<file path="src/rtl/cpu_step_controller_if.sv">
// Board/CPU side signal bundle for the execution sequencer.
// master drives buttons, breakpoint and CPU state; slave is the sequencer.
interface cpu_step_controller_if;
    logic        step_btn_n;
    logic        run_sw;
    logic        bp_en;
    logic [31:0] bp_addr;
    logic [31:0] pc;
    logic [31:0] inst;
    logic        cpu_en;
    logic [1:0]  state;
    logic [1:0]  halt_cause;
    logic [31:0] step_count;

    modport master (
        output step_btn_n, run_sw, bp_en, bp_addr, pc, inst,
        input  cpu_en, state, halt_cause, step_count
    );

    modport slave (
        input  step_btn_n, run_sw, bp_en, bp_addr, pc, inst,
        output cpu_en, state, halt_cause, step_count
    );
endinterface

</file>
<file path="src/rtl/cpu_step_controller.sv">
// Execution sequencer: turns a debounced step button or a divided free-run
// rate into one-cycle cpu_en pulses, halting on PC breakpoint or EBREAK.
module cpu_step_controller #(
    parameter int DEBOUNCE_CYCLES = 500000,
    parameter int RUN_DIV         = 25000000
) (
    input logic                  clk,
    input logic                  rst_n,
    cpu_step_controller_if.slave bus
);
    localparam logic [31:0] EBREAK = 32'h00100073;
    localparam int DW = $clog2(DEBOUNCE_CYCLES + 1);
    localparam int RW = $clog2(RUN_DIV);
    localparam logic [DW-1:0] DEB_LAST = DW'(DEBOUNCE_CYCLES - 1);
    localparam logic [RW-1:0] DIV_LAST = RW'(RUN_DIV - 1);

    localparam logic [1:0] CAUSE_NONE = 2'b00;
    localparam logic [1:0] CAUSE_BP   = 2'b01;
    localparam logic [1:0] CAUSE_EBRK = 2'b10;

    typedef enum logic [1:0] {
        IDLE = 2'b00,
        STEP = 2'b01,
        RUN  = 2'b10,
        HALT = 2'b11
    } state_t;

    logic [1:0]    btn_sync;
    logic [1:0]    sw_sync;
    logic          btn_s;
    logic          run_s;
    logic          btn_lvl;
    logic [DW-1:0] deb_cnt;
    logic          press;

    state_t        state_q;
    logic [RW-1:0] div_cnt;
    logic          cpu_en_q;
    logic [1:0]    cause_q;
    logic          skip_bp;
    logic [31:0]   count_q;

    logic          is_ebrk;
    logic          is_bp;
    logic          hc;
    logic [1:0]    hc_cause;
    logic          div_tc;

    assign btn_s = btn_sync[1];
    assign run_s = sw_sync[1];

    // EBREAK wins over a breakpoint when both match the same PC.
    assign is_ebrk  = (bus.inst == EBREAK);
    assign is_bp    = bus.bp_en && (bus.pc == bus.bp_addr) && !skip_bp;
    assign hc       = is_ebrk || is_bp;
    assign hc_cause = is_ebrk ? CAUSE_EBRK : CAUSE_BP;
    assign div_tc   = (div_cnt == DIV_LAST);

    // Two-flop synchronizers for the asynchronous button and switch.
    always_ff @(posedge clk or negedge rst_n) begin
        if (!rst_n) begin
            btn_sync <= 2'b11;
            sw_sync  <= 2'b00;
        end else begin
            btn_sync <= {btn_sync[0], bus.step_btn_n};
            sw_sync  <= {sw_sync[0], bus.run_sw};
        end
    end

    // Debounce: accept a new level after DEBOUNCE_CYCLES differing samples;
    // press pulses for the one cycle in which the level has just gone low.
    always_ff @(posedge clk or negedge rst_n) begin
        if (!rst_n) begin
            btn_lvl <= 1'b1;
            deb_cnt <= '0;
            press   <= 1'b0;
        end else begin
            press <= 1'b0;
            if (btn_s == btn_lvl) begin
                deb_cnt <= '0;
            end else if (deb_cnt == DEB_LAST) begin
                btn_lvl <= btn_s;
                deb_cnt <= '0;
                press   <= ~btn_s;
            end else begin
                deb_cnt <= deb_cnt + DW'(1);
            end
        end
    end

    // Sequencer FSM with registered cpu_en and halt cause.
    always_ff @(posedge clk or negedge rst_n) begin
        if (!rst_n) begin
            state_q  <= IDLE;
            div_cnt  <= '0;
            cpu_en_q <= 1'b0;
            cause_q  <= CAUSE_NONE;
            skip_bp  <= 1'b0;
        end else begin
            cpu_en_q <= 1'b0;
            unique case (state_q)
                IDLE: begin
                    if (run_s) begin
                        state_q <= RUN;
                        div_cnt <= '0;
                    end else if (press) begin
                        state_q <= STEP;
                    end
                end
                STEP: begin
                    if (hc) begin
                        state_q <= HALT;
                        cause_q <= hc_cause;
                    end else begin
                        state_q  <= IDLE;
                        cpu_en_q <= 1'b1;
                        skip_bp  <= 1'b0;
                    end
                end
                RUN: begin
                    if (!run_s) begin
                        state_q <= IDLE;
                        div_cnt <= '0;
                    end else if (div_tc) begin
                        div_cnt <= '0;
                        if (hc) begin
                            state_q <= HALT;
                            cause_q <= hc_cause;
                        end else begin
                            cpu_en_q <= 1'b1;
                            skip_bp  <= 1'b0;
                        end
                    end else begin
                        div_cnt <= div_cnt + RW'(1);
                    end
                end
                HALT: begin
                    if (cause_q == CAUSE_BP && press) begin
                        skip_bp <= 1'b1;
                        cause_q <= CAUSE_NONE;
                        state_q <= STEP;
                    end
                end
            endcase
        end
    end

    // Retired-instruction counter, wrapping naturally at 32 bits.
    always_ff @(posedge clk or negedge rst_n) begin
        if (!rst_n) begin
            count_q <= '0;
        end else if (cpu_en_q) begin
            count_q <= count_q + 32'd1;
        end
    end

    assign bus.cpu_en     = cpu_en_q;
    assign bus.state      = state_q;
    assign bus.halt_cause = cause_q;
    assign bus.step_count = count_q;
endmodule

</file>
<file path="src/flat_wrapper.sv">
// flat-port wrapper written by rule: the top's interface ports become plain ports
module cpu_step_controller_flat 
#(
    parameter int DEBOUNCE_CYCLES = 500000,
    parameter int RUN_DIV         = 25000000
)
  (clk, rst_n, bus_step_btn_n, bus_run_sw, bus_bp_en, bus_bp_addr, bus_pc, bus_inst, bus_cpu_en, bus_state, bus_halt_cause, bus_step_count);
  cpu_step_controller_if bus_i ();
  input logic clk;
  input logic rst_n;
  input wire logic [$bits(bus_i.step_btn_n)-1:0] bus_step_btn_n;
  input wire logic [$bits(bus_i.run_sw)-1:0] bus_run_sw;
  input wire logic [$bits(bus_i.bp_en)-1:0] bus_bp_en;
  input wire logic [$bits(bus_i.bp_addr)-1:0] bus_bp_addr;
  input wire logic [$bits(bus_i.pc)-1:0] bus_pc;
  input wire logic [$bits(bus_i.inst)-1:0] bus_inst;
  output wire logic [$bits(bus_i.cpu_en)-1:0] bus_cpu_en;
  output wire logic [$bits(bus_i.state)-1:0] bus_state;
  output wire logic [$bits(bus_i.halt_cause)-1:0] bus_halt_cause;
  output wire logic [$bits(bus_i.step_count)-1:0] bus_step_count;
  assign bus_i.step_btn_n = bus_step_btn_n;
  assign bus_i.run_sw = bus_run_sw;
  assign bus_i.bp_en = bus_bp_en;
  assign bus_i.bp_addr = bus_bp_addr;
  assign bus_i.pc = bus_pc;
  assign bus_i.inst = bus_inst;
  assign bus_cpu_en = bus_i.cpu_en;
  assign bus_state = bus_i.state;
  assign bus_halt_cause = bus_i.halt_cause;
  assign bus_step_count = bus_i.step_count;
  cpu_step_controller #(.DEBOUNCE_CYCLES(DEBOUNCE_CYCLES), .RUN_DIV(RUN_DIV)) u_core (.clk(clk), .rst_n(rst_n), .bus(bus_i));
endmodule
</file>
<file path="config.mk">
export PLATFORM = sky130hd
export DESIGN_NAME = cpu_step_controller_flat
export DESIGN_NICKNAME = d
export VERILOG_FILES = /design/src/rtl/cpu_step_controller_if.sv /design/src/rtl/cpu_step_controller.sv /design/src/flat_wrapper.sv
export SDC_FILE = /design/constraint.sdc
export NUM_CORES = 1
export LEC_CHECK = 0
export ABC_AREA = 1
export CAP_MARGIN = 40
export CORE_MARGIN = 10
export CORE_UTILIZATION = 50
export DETAILED_ROUTE_END_ITERATION = 12
export GPL_TIMING_DRIVEN = 0
export PLACE_DENSITY = 0.82
export SETUP_SLACK_MARGIN = 0.2
export SLEW_MARGIN = 30
export SYNTH_ARGS = -nofsm -noshare
export SYNTH_HDL_FRONTEND = slang
export SYNTH_SLANG_ARGS = --single-unit
</file>
<file path="constraint.sdc">
create_clock -name clk -period 2 [get_ports clk]
set_input_delay 0.4 -clock clk [delete_from_list [all_inputs] [get_ports clk]]
set_output_delay 0.4 -clock clk [all_outputs]
set_load 0.02 [all_outputs]
</file>
# Word level (Yosys, flattened, before mapping)
# Cells that the tools add are included.
# totals
register_bits,88
input_bits,101
out_inout_bits,37
elab_cells,75
# op_classes
addsub,3
eq_ne,16
mux,31
bitwise,2
n_reduce_logical,12
# op_table
operator,count
2-to-1 mux 25 bit,3
case mux 25 bit (2 select lines),1
2-to-1 mux 19 bit,2
adder 32 x 1 -> 32 bit (second input constant),1
equality test 32 x 21 -> 1 bit (second input constant),1
equality test 32 bit,1
adder 25 x 1 -> 25 bit (second input constant),1
equality test 25 bit (second input constant),1
2-to-1 mux 2 bit,12
adder 19 x 1 -> 19 bit (second input constant),1
equality test 19 bit (second input constant),1
2-to-1 mux 1 bit,9
inequality test 2 x 1 -> 1 bit (second input constant),4
case mux 2 bit (4 select lines),1
AND reduction 4 bit,2
inequality test 3 bit (second input constant),2
case mux 2 bit (3 select lines),1
equality test 2 x 1 -> 1 bit (second input constant),2
equality test 2 bit (second input constant),2
AND reduction 2 bit,2
logical AND 1 bit,3
inequality test 3 x 1 -> 1 bit (second input constant),1
case mux 1 bit (3 select lines),1
nonzero test 3 bit,1
7 further kinds,8

# Logic depth before layout (Yosys ltp)
# Gate-level depths: netlist (run 1).
# depth
ltp_word,8
depth_mapped,14
depth_no_buf,14

# Worst setup path before layout (run 1)
# Ideal clock, no wire load.
# synth_path
kind,register -> register
start,"register u_core.state_q[0], in the netlist u_core.bus.state[0]"
end,register u_core.div_cnt[9]
setup_time_ps,122
arrival_ps,1841
required_time_ps,1878
setup_slack_ps,38
path_stages_with_launch,13
synth_period_minus_slack_ps,1962
path_cell_list,dfrtp_1 > inv_1 > ha_1 > o21ai_2 > inv_2 > nor2_4 > nand2_2 > nor2_1 > inv_1 > nor2_1 > nand2_1 > o21ai_1 > a21oi_1
# synth_via
elab_chain_len,3
elab_cells_between_ends,6
classes_between,eq/ne: 2; mux: 1; reduce/logical: 3
# synth_rtl
element,line_no,source
"start, declared",cpu_step_controller.sv:36,state_t state_q;
"start signal, assigned",cpu_step_controller.sv:94,state_q <= IDLE;
"start signal, assigned",cpu_step_controller.sv:104,state_q <= RUN;
"start signal, assigned",cpu_step_controller.sv:107,state_q <= STEP;
logical NOT 2 bit / equality test 2 bit (equally long branches),cpu_step_controller.sv:101,unique case (state_q)
inequality test 2 x 1 -> 1 bit (no source line) / nonzero test 2 bit (equally long branches),-,
AND reduction 2 bit (no source line),-,
"end signal, assigned",cpu_step_controller.sv:134,div_cnt <= div_cnt + RW'(1);
"end, declared",cpu_step_controller.sv:37,logic [RW-1:0] div_cnt;
# Parallel ways exist; a longest one is shown, timed or not.
# A chain may end at the register's enable or synchronous reset.

# Worst setup path after layout (run 1)
# layout_path
start,register u_core.div_cnt[6]
end,"register u_core.state_q[1], in the netlist u_core.bus.state[1]"
# layout_via
elab_chain_len,3
# layout_rtl
element,line_no,source
equality test 25 bit,cpu_step_controller.sv:57,assign div_tc = (div_cnt == DIV_LAST);
inequality test 3 bit (no source line),-,
AND reduction 4 bit (no source line),-,
# Every way passes these cells.

==> results of run 1 <==
[metal layers]
metal / part of all wire, % / routed length, um / global-route usage, % / vias up
met4: 5.0 / 945 / 8.81 / 0
met2: 55 / 10300 / 38.9 / 287
met3: 5.6 / 1060 / 4.28 / 93
li1: - / - / - / 2658
met5: 0 / 0 / 0 / -
met1: 34 / 6450 / 21.8 / 2697
[final timing paths]
check                                         startpoint                                     to
hold reg to reg             u_core.btn_sync[0]$_DFF_PN1_           u_core.btn_sync[1]$_DFF_PN1_
hold / removal              u_core.btn_sync[0]$_DFF_PN1_           u_core.btn_sync[1]$_DFF_PN1_
min in group asynchronous                          rst_n  u_core.bus.step_count[11]$_DFFE_PN0P_
setup / recovery           u_core.div_cnt[6]$_DFFE_PN0P_        u_core.bus.state[1]$_DFFE_PN0P_
max in group asynchronous                          rst_n   u_core.bus.step_count[0]$_DFFE_PN0P_
setup reg to reg           u_core.div_cnt[6]$_DFFE_PN0P_        u_core.bus.state[1]$_DFFE_PN0P_
[flip-flops by register name, indices dropped and copies added (netlist names)]
| name | flops |
|---|---|
| u_core.bus.step_count | 32 |
| u_core.div_cnt | 25 |
| u_core.deb_cnt | 19 |
| u_core.btn_sync | 2 |
| u_core.bus.halt_cause | 2 |
| u_core.bus.state | 2 |
| u_core.sw_sync | 2 |
| u_core.btn_lvl | 1 |
| u_core.bus.cpu_en | 1 |
| u_core.press | 1 |
| u_core.skip_bp | 1 |
[logic make-up (layout without fill, tap and decap cells)]
logic type	count (synthesis)	in the layout	synth area share, %
and+or+nand+nor	382	382	34.2
AOI/OAI and AO/OA	55	55	5.85
buffers and inverters	113	337	8.06
DFF	88	88	41.4
muxes	2	2	0.399
adders and majority gates	7	7	1.64
xor gates and xnor gates	51	51	8.39
[critical path, stage by stage, from the launching register on]
cell and delay [ps]:
dfrtp_2 470, nor2_1 320, nand2_1 160, nor2_1 130, nand4_1 160, buf_4 190
a21oi_2 120, nand2_2 110, nor2_1 140, nand2_1 80, nand2_1 80
[cells in the final DEF (no fill, tap or decap), types with 4 or more instances in the layout]
cell type | synthesis | final
buf_4 | 1 | 59
nor3_1 | 20 | 12
nor2_1 | 86 | 76
inv_6 | 0 | 4
dfrtp_1 | 85 | 78
o21ai_0 | 14 | 10
nor3_2 | 5 | 11
nand2_4 | 1 | 4
dlygate4sd2_1 | 0 | 31
dfrtp_2 | 0 | 7
nand2_1 | 167 | 157
nand2_2 | 11 | 17
nand3_2 | 5 | 9
xor2_1 | 33 | 31
nand3_1 | 22 | 16
nor3_4 | 2 | 4
buf_6 | 0 | 9
nor3b_1 | 5 | 5
a21oi_1 | 24 | 20
xnor2_1 | 18 | 18
inv_1 | 108 | 99
inv_2 | 2 | 7
clkdlybuf4s50_1 | 0 | 99
clkbuf_8 | 0 | 10
a21oi_2 | 0 | 4
nor2_4 | 6 | 20
nand4_1 | 21 | 21
dlymetal6s2s_1 | 0 | 6
nor2_2 | 12 | 8
nor4_1 | 11 | 10
[report_power, final]
group	total [W]	leakage, nW	internal (W)	switching (W)
Clock	0.00123	0.0971	0.000514	0.000720
Combinational	0.00246	2.64	0.00121	0.00126
Sequential	0.00207	1.19	0.00191	0.000161
Total	0.00577	3.92	0.00363	0.00214
[through the flow]
| step | total power, W | utilization (%) | TNS [ps] |
|---|---|---|---|
| after CTS | 0.00499 | 71.5 | 0 |
| after global placement | 0.00352 | 66.7 | -223190 |
| after floorplan | 0.00291 | - | 0 |
| after detailed placement | 0.00358 | 67.0 | -400 |
| final | 0.00577 | 77.6 | -85.7 |
| after global routing | 0.00603 | 77.6 | -1580 |
[final cells by class]
type	instances	area, um^2
Sequential cell	88	2210
Inverter	110	433
Multi-Input combinational cell	497	3050
Buffer	3	25.0
Clock buffer	10	138
Tap cell	136	170
Fill cell	679	2320
Clock inverter	6	58.8
Timing Repair Buffer	208	1960
[repair_timing]
action | CTS | global route
endpoints found under the setup margin | 68 | 47
endpoints found under the hold margin | 29 | 0
cloned | 0 | 1
setup buffers | 23 | 45
resized for setup | 66 | 73
hold buffers | 1 | 0
pin swaps | 20 | 45
==> impl_results.md, run 1 <==
* Endpoints failing setup at 6
* Drc violations at 0
* Crit path kind: flip-flop to flip-flop
* Later-pin clock latency in the skew report at 380 ps
* Via Count at 5735
* Mapped Cells at 698
* Mapped Avg Cell Area at roughly 7.6 um^2
* Vias in the first global route at 5449
* Syn_nets at 806
* Post-synthesis cell area at 5330 um^2
* Violated checks: negative setup slack
* Initial core utilization at 51.4%
* Die X at 123 um
* First-pass GRT wire length at 25400 um
* CP startpoint kind: flip-flop
* Synth top cells by count: nand2_1, inv_1, nor2_1, dfrtp_1, xor2_1
* Largest area contributor in the synthesized netlist: dfrtp_1
* Antenna Nets Post-Route at 0
* Post-synth ARST share at 100%
* Top FF cell, synth: dfrtp_1
* Fin Hold WS at 365 ps
* Final slew viol count at 0
* Clock root cell: clkbuf_8
* Final count of hold timing violations at 0
* Die area at 15200 um^2
* DRT Pass-1 Iters at 5
* FP Rows at 37
* TritonCTS clock tree: done
* Top-count cell post-synth: nand2_1
* CP arrival at 2330 ps
* CP endpoint kind: flip-flop
* Final nets at between 1000 and 1500
* Synth top area share at roughly 40%
* Worst-Margin Slew at between 500 and 600 ps
* Clk slew on worst S/H paths at 100 ps
* Max cap viols at 0
* Leak pwr at 3.92 nW
* Initial antenna violation count at 0
* Tcrit/Tclk final at 102%
* Starting DRT DRC Count at between 400 and 500
* CP Data Required Time at 2300 ps
* Max Buffers Root-to-Sink at 2
* Unique masters post-synth at 45
* Max_slew headroom at 62.5%
* Fin area at approximately 8000 um^2
* Post-synth EDFFs at 0
* Io pins at 138
* Top cells by area, synth: dfrtp_1, nand2_1, inv_1, nor2_1, xor2_1
* Post-route insts no fill at approximately 1100
* Worst setup margin at -36.5 ps
* Status: complete, but fails checks
* GRT Total Usage at 20.7%
* Pre-CTS WS at -46.6 ps
* Wire length per cell at 17.7 um
* Number of synthesized register bits at roughly 90
* CTS Sinks at 88
* Worst Hold Path Cells at 0
* Register area share after synthesis at between 40% and 50%
* R2R Setup Slk at -40 ps
* Area after DPL at 6950 um^2
* Vias per std cell at 5.42
* Total CTS buffers at 9
* Cell area power density at 717 nW/um^2
* Clk_skew at roughly 22 ps
* DP Cell Count at 972
* Yosys warning count at 0
* GRT overflow at 0
* Final Wtd Congestion at 0.934
* Max Clock Freq at 491 MHz
* Unrepaired setup endpoints after global routing: yes
* Largest net degree at the start of global routing at 57
* Clock period minus worst slack at 2040 ps
* Detail Placement HPWL at between 10000 and 15000 um
* H-tree depth at 3
* Core box area at 10400 um^2
* Worst Hold Class: flip-flop to flip-flop
* Port bufs at 137
* Die extent in y at 123 um
* R2R depth at 10
* Layout cell share with drive strength beyond 1 at 22.8%
* Worst Path Max Fanout at 5
* Area Growth Syn to Fin at 51.2%
* WL final at approximately 19000 um
* N_diodes at 0
* Worst VDD drop at 0.664 mV
Note: power is estimated with default switching activity, not from simulation.
==> run 2: changes to the inputs <==
--- a/config.mk
+++ b/config.mk
@@ -14,5 +14,5 @@
 export PLACE_DENSITY = 0.82
 export SETUP_SLACK_MARGIN = 0.2
-export SLEW_MARGIN = 30
+export SLEW_MARGIN = 25
 export SYNTH_ARGS = -nofsm -noshare
 export SYNTH_HDL_FRONTEND = slang
==> constraint.sdc (replaced) <==
create_clock -name clk -period 2 [get_ports clk]
set_input_delay 0.6 -clock clk [delete_from_list [all_inputs] [get_ports clk]]
set_output_delay 0.6 -clock clk [all_outputs]
set_load 0.02 [all_outputs]
==> impl_results.md, run 2 (synthesized netlist as in run 1, its figures left out) <==
* Clk slew on worst S/H paths at approximately 110 ps
* Worst setup margin at -64.3 ps
* Most frequent cells in the layout: nand2_1, inv_1, dfrtp_1
* Worst Path Max Fanout at 4
* Max cap viols at 0
* Crit path kind: flip-flop to flip-flop
* Final slew viol count at 0
* Vias per std cell at 5.39
* First-pass GRT wire length at 25500 um
* Clock root cell: clkbuf_8
* Via Count at between 5000 and 6000
* DRT Pass-1 Iters at 5
* Later-pin clock latency in the skew report at 370 ps
* Largest net degree at the start of global routing at 57
* Io pins at ~140
* Initial core utilization at 51.4%
* CP peak stage delay at 430 ps
* Area after DPL at 6950 um^2
* Pre-CTS WS at -247 ps
* Final nets at 1021
* Clk_skew at 22.1 ps
* Starting DRT DRC Count at 379
* Drc violations at 0
* H-tree depth at 3
* Vias in the first global route at 5438
* CTS Sinks at 88
* GRT Total Usage at between 20% and 30%
* Fin Hold WS at 86.1 ps
* Final count of hold timing violations at 0
* Max Buffers Root-to-Sink at 2
* Slowest-stage cell, CP: dfrtp_2
* Area of the multi-input gates at 3070 um^2
* Tcrit/Tclk final at 103%
* GRT overflow at 0
* CP startpoint kind: flip-flop
* CP arrival at between 2000 and 2500 ps
* Final Total Pwr at 0.00564 W
* Port bufs at 137
* Antenna Nets Post-Route at 0
* Worst Hold Class: input pin to async pin
* Cell area power density at 700 nW/um^2
* Worst-Margin Slew at 568 ps
* Area Growth Syn to Fin at 51.3%
* Initial antenna violation count at 3
* CP endpoint kind: flip-flop
* Endpoints failing setup at 1
* Critical-path cell list: buf_6 > ha_4 > inv_4 > o21ai_4 > inv_4 > nor2_4 > nand2_4 > nor3b_2 > nand3_1 > o21ai_1 > a21oi_1
* Wire length per cell at 17.3 um
* Unrepaired setup endpoints after global routing: yes
* TritonCTS clock tree: done
* Cell with the most instances on the worst path: inv_4
* Max_slew headroom at approximately 60%
* WL final at 18300 um
* Die X at 123 um
* Final Wtd Congestion at 0.934
* Reg area at 2210 um^2
* CP Data Required Time at between 2000 and 2500 ps
* Worst VDD drop at 0.629 mV
* Status: complete, but fails checks
* Die extent in y at 123 um
* Max Clock Freq at 484 MHz
* Max FFs per register at 32
* Layout cell share with drive strength beyond 1 at between 20% and 30%
* Core box area at 10400 um^2
* Fin area at 8060 um^2
* Clock period minus worst slack at 2060 ps
* Number of fill cells at 640
* Leak pwr at 4.09 nW
* Total CTS buffers at 9
* Violated checks: negative setup slack
* FP Rows at 37
* Most common cell after layout, fill and taps aside: nand2_1
* Detail Placement HPWL at 11700 um
* Die area at 15200 um^2
[run 2: cell count changes in the layout (fill, tap and decap cells not counted), moves of 4 or more]
cell	delta
clkbuf_2	+10
dlymetal6s2s_1	+29
nor2_1	-4
nor3_2	-4
clkdlybuf4s15_1	+8
nor2_2	+5
dlygate4sd2_1	-14
clkdlybuf4s50_1	-35
[run 2: stage by stage]
| step | std cells | utilization (%) | TNS [ps] |
|---|---|---|---|
| detailed placement | 972 | 67.0 | -1240 |
| floorplan | 698 | - | 0 |
| finish | 1057 | 77.7 | -64.3 |
| global route | 1057 | 77.7 | -561 |
| global placement | 971 | 66.7 | -241450 |
| CTS | 1014 | 71.8 | 0 |
[run 2: final timing paths]
path	start	endpoint	slack (ps)	cells past startpoint
worst max-delay path	u_core.bus.state[1]$_DFFE_PN0P_	u_core.div_cnt[15]$_DFFE_PN0P_	-60	11
worst min-delay path	rst_n	u_core.bus.step_count[11]$_DFFE_PN0P_	90	1
worst max register to register	u_core.bus.state[1]$_DFFE_PN0P_	u_core.div_cnt[15]$_DFFE_PN0P_	-60	11
worst min register to register	u_core.btn_sync[0]$_DFF_PN1_	u_core.btn_sync[1]$_DFF_PN1_	360	0
max in group asynchronous	rst_n	u_core.bus.step_count[0]$_DFFE_PN0P_	1310	2
min in group clk	u_core.btn_sync[0]$_DFF_PN1_	u_core.btn_sync[1]$_DFF_PN1_	360	0
[run 2: power by group]
| part | total, W | switching (W) | internal (W) |
|---|---|---|---|
| Combinational | 0.00234 | 0.00123 | 0.00112 |
| Clock | 0.00122 | 0.000709 | 0.000514 |
| Sequential | 0.00207 | 0.000157 | 0.00191 |
[run 2: cell type report]
cell class	count	area share, %
tap	136	2.11
timing repair buffer	204	24.2
antenna	3	0.0932
clock inverter	6	0.730
clock buffer	10	1.71
inverter	110	5.28
sequential	88	27.5
multi-input combinational	497	38.1
buffer	3	0.295
[run 2: critical path, delay by kind of cell (launching register included)]
| kind | cells | cell delay [ps] |
|---|---|---|
| and+or+nand+nor | 4 | 600 |
| buffers and inverters | 3 | 250 |
| adders and majority gates | 1 | 140 |
| AOI/OAI and AO/OA | 3 | 510 |
| DFF | 1 | 430 |
[run 2: timing repair]
action                                  in CTS  in global routing
hold buffers                                 0                  0
gates resized for setup                     80                140
endpoints found under the hold margin        0                  0
endpoints found under the setup margin      76                 65
pin swaps                                   21                 56
buffers inserted                            26                 40
[run 2: metal layers]
layer	GRT usage, %	up-vias	wire length, um
met4	8.15	0	794
met2	39.4	246	10300
met1	21.9	2716	6360
met3	4.10	87	876
li1	-	2652	-
met5	0	-	0
==> run 3: changes to the inputs <==
Settings changed: GPL_TIMING_DRIVEN 0 to not set.
==> impl_results.md, run 3 (synthesized netlist as in run 1, its figures left out) <==
* Detail Placement HPWL at approximately 12000 um
* Switching pwr at ~0.0020 W
* Die area at ~15000 um^2
* Cell area power density at 653 nW/um^2
* CTS Sinks at 88
* CP peak stage delay at a little over 400 ps
* Switching Fraction at 37.3%
* Final Total Pwr at 0.00525 W
* DRT Pass-1 Iters at 7
* FF-to-FF End: u_core.div_cnt[16]$_DFFE_PN0P_
* Final Wtd Congestion at 0.925
* CP Data Required Time at 2250 ps
* Later-pin clock latency in the skew report at 360 ps
* Vias in the first global route at 5364
* Max Clock Freq at 523 MHz
* Int Power at 0.00329 W
* Wire length per cell at 16.9 um
* Io pins at 138
* FP Rows at 37
* Final slew viol count at 0
* Initial core utilization at 51.4%
* GRT overflow at 0
* Clk slew on worst S/H paths at 100 ps
* Crit path kind: flip-flop to flip-flop
* Seq pwr share at 39.9%
* Port bufs at about 140
* Most frequent cells in the layout: nand2_1, inv_1, dfrtp_1
* Worst Path Max Fanout at 4
* Clock Power Share at 22.6%
* Layout cell share with drive strength beyond 1 at 23.6%
* Endpoints failing setup at 0
* Final count of hold timing violations at 0
* Tcrit/Tclk final at 95.6%
* Status: completed
* Total CTS buffers at 9
* Leak pwr at 4.31 nW
* Clk_skew at 12.8 ps
* Largest net degree at the start of global routing at 29
* Fin Hold WS at 141 ps
* CP Launch Point: u_core.div_cnt[0]$_DFFE_PN0P_
* Core box area at 10400 um^2
* Hold Buf Count CTS at 0
* TritonCTS clock tree: done
* CP startpoint kind: flip-flop
* Cell with the most instances on the worst path: nor2_1
* Drc violations at 0
* GRT Total Usage at 20.6%
* End of the critical path: u_core.div_cnt[16]$_DFFE_PN0P_
* Worst Hold Class: input pin to async pin
* Vias per std cell at 5.33
* Critical-path cell list: ha_4 > inv_2 > nor3_4 > nand2_2 > nor2_4 > nand3_4 > buf_4 > nor2_1 > xor2_1 > nor2_1
* WL final at 17800 um
* Slowest-stage cell, CP: dfrtp_1
* FF-to-FF Start: u_core.div_cnt[0]$_DFFE_PN0P_
* Via Count at 5587
* Max Buffers Root-to-Sink at 2
* Clock root cell: clkbuf_8
* R2R depth at 10
* Most common cell after layout, fill and taps aside: nand2_1
* Starting DRT DRC Count at ~420
* Area Growth Syn to Fin at 50.9%
* CP arrival at approximately 2200 ps
* Clock period minus worst slack at 1910 ps
* Final nets at 1013
* Max_slew headroom at between 70% and 80%
* Die X at 123 um
* Max FFs per register at 32
* Worst VDD drop at 0.650 mV
* R2R Setup Slk at 90 ps
* H-tree depth at 3
* Unrepaired setup endpoints after global routing: yes
* Antenna Nets Post-Route at 0
* Logic pwr share at 37.5%
* Initial antenna violation count at 3
* First-pass GRT wire length at roughly 26000 um
* Max cap viols at 0
* CP endpoint kind: flip-flop
* Die extent in y at 123 um
* Worst-Margin Slew at slightly below 400 ps
## run 3: worst min path at each step
| stage | end | from |
|---|---|---|
| 2_1_floorplan | u_core.bus.cpu_en$_DFF_PN0_ | rst_n |
| 3_3_place_gp | u_core.btn_sync[1]$_DFF_PN1_ | u_core.btn_sync[0]$_DFF_PN1_ |
| 3_5_place_dp | u_core.btn_sync[1]$_DFF_PN1_ | u_core.btn_sync[0]$_DFF_PN1_ |
| 4_1_cts | u_core.bus.step_count[11]$_DFFE_PN0P_ | rst_n |
| 5_1_grt | u_core.bus.step_count[12]$_DFFE_PN0P_ | rst_n |
| 6_report | u_core.bus.step_count[11]$_DFFE_PN0P_ | rst_n |
## run 3: timing repair
action	4_1_cts	5_1_grt
pin swaps	11	75
gates resized for setup	67	162
hold endpoints to repair	0	0
setup endpoints to repair	56	59
buffers inserted	13	30
## run 3: power groups by stage
stage | combinational, W | clock [W] | sequential (W)
final | 0.00197 | 0.00118 | 0.00210
after global routing | 0.00212 | 0.00127 | 0.00211
after CTS | 0.00171 | 0.00120 | 0.00205
after detailed placement | 0.00158 | 0 | 0.00211
after global placement | 0.00153 | 0 | 0.00209
after floorplan | 0.000733 | 0 | 0.00218
## run 3: metrics by stage
stage / area, um^2 / worst slack [ps] / TNS (ps) / util [%] / std cells
3_3_place_gp: 7070 / -149 / -665 / 68.1 / 987
4_1_cts: 7390 / 106 / 0 / 71.3 / 1016
2_1_floorplan: 5380 / 196 / 0 / - / 698
6_report: 8030 / 87.6 / 0 / 77.5 / 1049
3_5_place_dp: 7070 / -245 / -1070 / 68.1 / 987
5_1_grt: 8030 / 10.4 / 0 / 77.5 / 1049
## run 3: final cells by class
| type | instances | area (um^2) |
|---|---|---|
| multi-input cells | 497 | 3110 |
| fillers | 642 | 2340 |
| flip-flops and latches | 88 | 2210 |
| repair buffers | 199 | 1930 |
| inverters | 110 | 420 |
| well taps | 136 | 170 |
| clock buffers | 10 | 128 |
| clock inverters | 6 | 58.8 |
| diodes | 3 | 7.51 |
## run 3: worst max-delay path, delay by kind of cell, from the launching register on
kind,cells,cell delay (ps)
adders and majority gates,1,160
DFF,1,410
buffers and inverters,2,200
xor gates and xnor gates,1,180
and+or+nand+nor,6,830
## run 3: routing by layer
| metal | share of wire (%) | track usage (%) | vias to the layer above |
|---|---|---|---|
| met4 | 3.5 | 6.62 | 0 |
| met2 | 57 | 39.3 | 222 |
| met1 | 36 | 22.5 | 2651 |
| met3 | 4.2 | 3.51 | 77 |
| met5 | 0 | 0 | - |
| li1 | - | - | 2637 |
